**config.mk**
```make
export PLATFORM = sky130hd
export DESIGN_NAME = tff_updown_counter
export DESIGN_NICKNAME = d
export VERILOG_FILES = /design/src/rtl/tff_updown_counter.sv
export SDC_FILE = /design/constraint.sdc
export NUM_CORES = 1
export LEC_CHECK = 0
export ABC_AREA = 1
export CORE_AREA = 2 2 39 41
export DETAILED_ROUTE_END_ITERATION = 7
export DIE_AREA = 0 0 41 43
export GPL_ROUTABILITY_DRIVEN = 0
export PLACE_DENSITY_LB_ADDON = 0.08
export SLEW_MARGIN = 40
export SYNTH_ARGS = -nofsm -noshare
export SYNTH_HDL_FRONTEND = slang
export SYNTH_SLANG_ARGS = --single-unit
```
**constraint.sdc**
```tcl
create_clock -name clk -period 1.4 [get_ports clk]
set_input_delay 0.21 -clock clk [delete_from_list [all_inputs] [get_ports clk]]
set_output_delay 0.21 -clock clk [all_outputs]
set_load 0.01 [all_outputs]
```
**src/rtl/tff_updown_counter.sv**
```systemverilog
// Up/down modulo counter built from a bank of T flip-flop stages, with a
// cascade carry (cin/cout), clamped parallel load and a terminal-count pulse.
module tff_updown_counter #(
  parameter int unsigned W   = 2,
  parameter int unsigned MAX = (2 ** W) - 1
) (
  input  logic         clk,
  input  logic         clear,
  input  logic         en,
  input  logic         cin,
  input  logic         up,
  input  logic         load,
  input  logic [W-1:0] load_val,
  output logic [W-1:0] q,
  output logic [W-1:0] qb,
  output logic [W-1:0] t_vec,
  output logic         cout,
  output logic         tc
);

  localparam logic [W-1:0] MAX_V = W'(MAX);

  logic         cnt_c;
  logic         at_max_c;
  logic         at_zero_c;
  logic         wrap_c;
  logic [W-1:0] clamp_c;
  logic [W-1:0] q_next_c;

  // Toggle generation: pick the next count, then express it as bit flips
  always_comb begin
    cnt_c     = en & cin;
    at_max_c  = (q == MAX_V);
    at_zero_c = (q == '0);
    clamp_c   = (load_val > MAX_V) ? MAX_V : load_val;
    q_next_c  = q;
    wrap_c    = 1'b0;
    if (load) begin
      q_next_c = clamp_c;
    end else if (cnt_c) begin
      if (up) begin
        // q above MAX can only be forced; it falls back to 0 like a wrap
        q_next_c = (q >= MAX_V) ? '0 : q + W'(1);
        wrap_c   = at_max_c;
      end else begin
        q_next_c = at_zero_c ? MAX_V : q - W'(1);
        wrap_c   = at_zero_c;
      end
    end
    t_vec = q ^ q_next_c;
    cout  = cnt_c & (up ? at_max_c : at_zero_c);
  end

  // T flip-flop bank: state only changes by toggling, except for clear
  always_ff @(posedge clk) begin
    if (!clear) begin
      q  <= '0;
      qb <= '1;
      tc <= 1'b0;
    end else begin
      q  <= q ^ t_vec;
      qb <= ~(q ^ t_vec);
      tc <= wrap_c;
    end
  end

endmodule

```
==> flow_summary_export.csv <==
group,metric,value,unit
status,status,"complete, but fails checks",
status,violations,"negative setup slack",
sta,min_period_over_period,1.21,
floorplan,io_pins,16,
hold_path,hold_depth,5,
clock_network,cts_tree,"yes",
sta,slew_headroom,0.828,
layout,drive_gt1_frac,0.534,
clock_network,htree_levels,1,
clock_network,clk_pin_slew_worst_paths,50,ps
placed_design,portBuffers,15,
synthesis,synth-seq-cells,5,
sta,tightest_slew,256,ps
global_routing,grt_pass1_wl,1.18,mm
sta,period_needed,1690,ps
clock_network,cts_buffers,3,
power_and_ir_drop,total_power,0.000519,W
floorplan,dieArea,1760,um^2
detailed_routing,vias_per_cell,4.04,
critical_path,reg2reg_depth,12,
floorplan,placeableCoreArea,1380,um^2
floorplan,start_util,0.223,
power_and_ir_drop,clockPowerShare,0.317,
layout,syn2layout_area_growth,104,%
critical_path,path_delay_family,"flip-flops",
power_and_ir_drop,comb_power_share,0.380,
power_and_ir_drop,ir_worst_vdd,0.000655,V
global_routing,globalRoute.totalOverflow,0,
clock_network,clkSinkCount,5,
clock_network,cts-root-buf,"clkbuf_4",
synthesis,synth_top_area_frac,0.324,
clock_network,hold_buffers,0,
detailed_routing,drc,0,
layout,antenna_cells,0,
critical_path,cp_num_buf_inv,3,
sta,hold_viol_final,0,
synthesis,netlist_instances,43,
floorplan,rows,14,
critical_path,crit_type,"flip-flop to primary output",
synthesis,synth_flop_cell,"dfxtp_1",
clock_network,insertion_delay,240,ps
power_and_ir_drop,p_switching,0.000152,W
power_and_ir_drop,p_seq_frac,0.304,
detailed_routing,vias,360,
synthesis,synth.top_cells.by_count,"nand2_1 (8), inv_1 (6), dfxtp_1 (5), nand2_2 (5)",
placed_design,pre_cts_ws,-586,ps
layout,final_cells,89,
critical_path,critPathRequiredTime,1190,ps
synthesis,synth_area,309,um^2
sta,finalSetupViolations,4,
critical_path,startpoint_type,"flip-flop",
critical_path,worstSetupEndpointType,"primary output",
sta,rsz0062_at_grt,"yes",
synthesis,yosys_warnings,0,
detailed_routing,avgRoutedWirePerCell,8.47,um
synthesis,synth_edf_count,0,
critical_path,regToRegStartpoint,"q[0]$_SDFF_PN0_",
run,drv_cap,0,
hold_path,hold_start,"up",
critical_path,rrSetupSlack,-170,ps
critical_path,crit_arrival,1480,ps
detailed_routing,drt-initial-drc-count,2,
synthesis,synth_cell_types,14,
synthesis,yosysMostFrequentCell,"nand2_1",
synthesis,yosys.area.top_type,"dfxtp_1",
power_and_ir_drop,p_leak,0.304,nW
sta,fin_skew,5.41,ps
power_and_ir_drop,p_per_area,824,nW/um^2
critical_path,crit_path_cell_trace,"inv_4 -> ha_4 -> inv_2 -> nand2_2 -> nand2_2 -> o21ai_2 -> nand2_2 -> nand2_1 -> nand2_1 -> buf_2",
hold_path,holdPathEnd,"tc$_SDFF_PP0_",
critical_path,slowest_delay,360,ps
sta,fin_hold_ws,550,ps
global_routing,grt_pass1_vias,304,
detailed_routing,ant_nets,0,
synthesis,ys_top_cells_by_area,"dfxtp_1 (32%), nand2_2 (10%), nand2_1 (9.7%)",
critical_path,path_common_cell,"nand2_2",
clock_network,cts.path.max_buffers,2,
sta,finalSetupTns,-813,ps
global_routing,grt_max_degree,7,
layout,final_nets,84,
placed_design,dp_hpwl,602,um
sta,setup_slack,-294,ps
hold_path,holdCritPathClass,"primary input to flip-flop",
critical_path,crit_fanout,3,
critical_path,slowest_stage,"dfxtp_4",
layout,fillers,152,
placed_design,dp_cells,83,
critical_path,worstReg2RegEnd,"qb[1]$_SDFF_PN1_",
synthesis,syn_nets,53,
floorplan,chipHeight,43,um
synthesis,synthArstFlopShare,0,
synthesis,syn_avg_cell_area,7.19,um^2
detailed_routing,dr.pass1.iters,2,
sta,clock.fmax,590,MHz
global_routing,antenna_found_initial,0,
detailed_routing,wl,754,um
sta,slew_viol_final,0,
power_and_ir_drop,p_int,0.000367,W
global_routing,track_usage,0.101,
floorplan,die_x,41,um
power_and_ir_drop,sw_frac_of_total,0.293,
synthesis,yosysSeqAreaShare,0.324,
==> sequential cells by signal (all words and copies together) (netlist names) <==
register / flops
tc: 1
qb: 2
q: 2
==> layout by cell type (no fill, tap or decap) <==
cell and n:
a21oi_1 3, buf_2 3, buf_4 10, buf_6 1
clkbuf_1 1, clkbuf_4 3, clkdlybuf4s50_1 9, dfxtp_1 3
dfxtp_4 2, dlygate4sd2_1 2, dlymetal6s2s_1 1, ha_4 2
inv_1 3, inv_2 5, inv_4 1, nand2_1 5
nand2_2 8, nand3_1 2, nor2_1 1, nor2_4 2
nor4_1 1, o21ai_1 1, o21ai_2 1, o21ai_4 1
or2_1 2
==> per-layer routing <==
| metal | global-route usage | up-vias | wire (um) |
|---|---|---|---|
| met1 | 0.138 | 159 | 358 |
| li1 | - | 191 | - |
| met5 | 0 | - | 0 |
| met4 | 0 | 0 | 0 |
| met3 | 0.0785 | 0 | 49 |
| met2 | 0.134 | 10 | 347 |
==> repair_timing <==
action                                  CTS  global route
gates resized for setup                  25             3
pin swaps                                 9             1
endpoints found under the setup margin    7             5
buffers inserted                          4             1
==> worst max-delay path by stage <==
stage / start / end / slack, ps / cells past startpoint
2_1_floorplan: q[1]$_SDFF_PN0_ / t_vec[1] / 5 / 9
3_3_place_gp: up / t_vec[1] / -580 / 8
3_5_place_dp: up / t_vec[1] / -590 / 8
4_1_cts: q[0]$_SDFF_PN0_ / t_vec[1] / -310 / 10
5_1_grt: q[0]$_SDFF_PN0_ / t_vec[1] / -390 / 10
6_report: q[0]$_SDFF_PN0_ / t_vec[1] / -290 / 10
==> power groups by stage <==
| stage | Sequential, W | Combinational, W | Clock (W) |
|---|---|---|---|
| 2_1_floorplan | 0.000167 | 0.0000745 | 0 |
| 6_report | 0.000158 | 0.000197 | 0.000165 |
| 3_3_place_gp | 0.000159 | 0.000185 | 0 |
| 5_1_grt | 0.000158 | 0.000215 | 0.000194 |
| 3_5_place_dp | 0.000159 | 0.000184 | 0 |
| 4_1_cts | 0.000158 | 0.000191 | 0.000174 |
==> per-stage QoR <==
step	cell area, um^2	util
final	631	0.456
after floorplan	329	-
after CTS	611	0.441
after global placement	567	0.410
after global routing	631	0.456
after detailed placement	567	0.410
==> cell families after synthesis <==
family,after synthesis,synth area share
simple gates,21,0.377
flops,5,0.324
buf+inv,9,0.109
fa+ha+maj,2,0.0810
compound gates,6,0.109
==> worst min-delay path, cell delays in order <==
cell	delay, ps
dlymetal6s2s_1	150
inv_2	90
o21ai_4	150
buf_4	100
nor4_1	40
==> layout make-up <==
| type | instances | area [um^2] | share of cell area |
|---|---|---|---|
| multi-input combinational | 29 | 219 | 0.347 |
| sequential | 5 | 108 | 0.171 |
| timing repair buffer | 26 | 221 | 0.351 |
| clock buffer | 4 | 26.3 | 0.0417 |
| tap | 16 | 20.0 | 0.0317 |
| inverter | 9 | 36.3 | 0.0575 |
Note: power is estimated with default switching activity, not from simulation.
==> RTL change: new RTL, same flow settings <==
Change the parameter `W` from 2 to 4.
--- a/src/rtl/tff_updown_counter.sv
+++ b/src/rtl/tff_updown_counter.sv
@@ -3,3 +3,3 @@
 module tff_updown_counter #(
-  parameter int unsigned W   = 2,
+  parameter int unsigned W   = 4,
   parameter int unsigned MAX = (2 ** W) - 1
Ports: changed (resized load_val, q, qb and t_vec); port bits go from 16 to 24. The function was not compared with the original's and may differ.
==> RTL change against the original RTL <==
  * Synthesized cell count up 110%
  * Wire length is 120% higher
  * Critical path type is now input port to primary output
  * Worst setup slack worse by 110 ps
  * Area after synthesis grew 92%
  * Sequential cell count increased by 4
  * The flow still finishes with violations (setup timing)
  * Final area is 70% higher
  * Global-route usage grew 13 points
  * Critical path depth down 2
  * Clock skew up 3.8 ps
  * Power up 60%
==> RTL change: results (changes against the original RTL) <==
| Quantity | This run | Unit | Change |
|---|---|---|---|
| Share of the yosys chip area belonging to registers | 0.303 | - | -0.0207 |
| Share of final-layout standard cells stronger than drive strength 1 | 0.420 | - | -0.114 |
| Failing checks | setup timing | - |  |
| Adder-Cell Fraction of Synth Area | 0.0421 | - | -0.0389 |
| Number of setup violations in the final report | 7 | - | +3 |
| Main area contributors after synthesis | dfxtp_1 (30%), nand2_1 (15%), inv_1 (8.2%) | - |  |
| Syn Inst Count | 89 | - | +110% |
| Count of input and output buffers | 23 | - | +8 |
| First-pass GRT wire length | 2620 | um | +120% |
| Maximum fanout along the worst path | 7 | - | +4 |
| Register-to-Register Setup Slack | -90 | ps | +80 ps |
| Met3 routed WL | 97 | um | +98% |
| Area share of xor/xnor cells in the synthesized design | 0.0589 | - | +0.0589 |
| Final clock skew | 9.26 | ps | +3.85 ps |
| Top routing layer in use | met4 | - |  |
| Global-route met1 utilization | 0.228 | - | +0.0895 |
| Worst slack after detailed placement | -753 | ps | -167 ps |
| Final TNS setup | -1570 | ps | -758 ps |
| Area fraction in compound gates after synthesis | 0.0968 | - | -0.0125 |
| Filler-free cell count of the finished design | 154 | - | +73% |
| Largest voltage drop on the vdd net | 0.701 | mV | +7.1% |
| Data arrival, critical path | 1600 | ps | +120 ps |
| Run status | finished with violations | - |  |
| Largest net degree at the start of global routing | 8 | - | +1 |
| Number of vias per cell after detailed routing | 4.79 | - | +18% |
| Detailed placer's ending HPWL | 1300 | um | +120% |
| Combined global-route utilization of all metal layers | 0.233 | - | +0.131 |
| DR pass1 iterations | 5 | - | +3 |
| Setup ws final | -409 | ps | -115 ps |
| Starting DRC count in detailed routing | 11 | - | +9 |
| Reg2Reg Depth | 13 | - | +1 |
| Most common library cells after synthesis | nand2_1 (24), inv_1 (13), dfxtp_1 (9) | - |  |
| Routed WL per cell | 10.9 | um | +29% |
| Total placed instance area | 1010 | um2 | +78% |
| Endpoint of the most critical register-to-register path | qb[3] | - |  |
| Hold Startpoint | load | - |  |
| Worst-Skew Late Latency | 270 | ps | +30 ps |
| Metal-1 WL | 641 | um | +79% |
-- RTL change: cell types whose count changed after synthesis, sizes merged --
cell	change
buf	+3
xnor2	+1
nand3	+6
nor2	+3
nand4	+1
xor2	+3
o211ai	+1
o21ai	+3
dfxtp	+4
inv	+6
nand2	+14
a21oi	+1
-- RTL change: cell families (layout without fill, tap and decap cells) --
| logic type | after synthesis | after routing |
|---|---|---|
| AOI/OAI and AO/OA | 11 | 11 |
| xor gates and xnor gates | 4 | 4 |
| adders and majority gates | 2 | 2 |
| buffers and inverters | 18 | 67 |
| DFF | 9 | 9 |
| and+or+nand+nor | 45 | 45 |
-- RTL change: power by group --
| part | internal (mW) | switching [mW] |
|---|---|---|
| sequential | 0.274 | 0.0179 |
| combinational | 0.185 | 0.152 |
| clock | 0.110 | 0.0941 |
| total | 0.569 | 0.264 |
-- RTL change: area by class of cell --
type,count,area (um2)
tap,16,20.0
clock buffer,4,26.3
sequential,9,195
fill,112,310
timing repair buffer,48,390
inverter,15,61.3
multi-input combinational,62,380
-- RTL change: worst max path at each step --
stage,start,end,slack [ps],depth (start not counted)
after CTS,q[0],t_vec[1],-420,8
after global routing,q[1],t_vec[1],-480,8
after floorplan,q[1],t_vec[1],-60,7
final,up,t_vec[0],-410,8
after detailed placement,up,t_vec[1],-750,7
after global placement,up,t_vec[1],-700,7
-- RTL change: repair_timing --
item / 4_1_cts / 5_1_grt
gates resized for setup: 36 / 6
pin swaps: 7 / 1
buffers inserted: 4 / 2
endpoints found under the setup margin: 13 / 12
-- RTL change: worst max-delay path, stage by stage --
cell and delay, ps:
clkdlybuf4s50_1 640, inv_1 120, nand3_1 130, nand3_1 90
nand2_1 60, nand2_1 70, xor2_1 140, buf_2 140
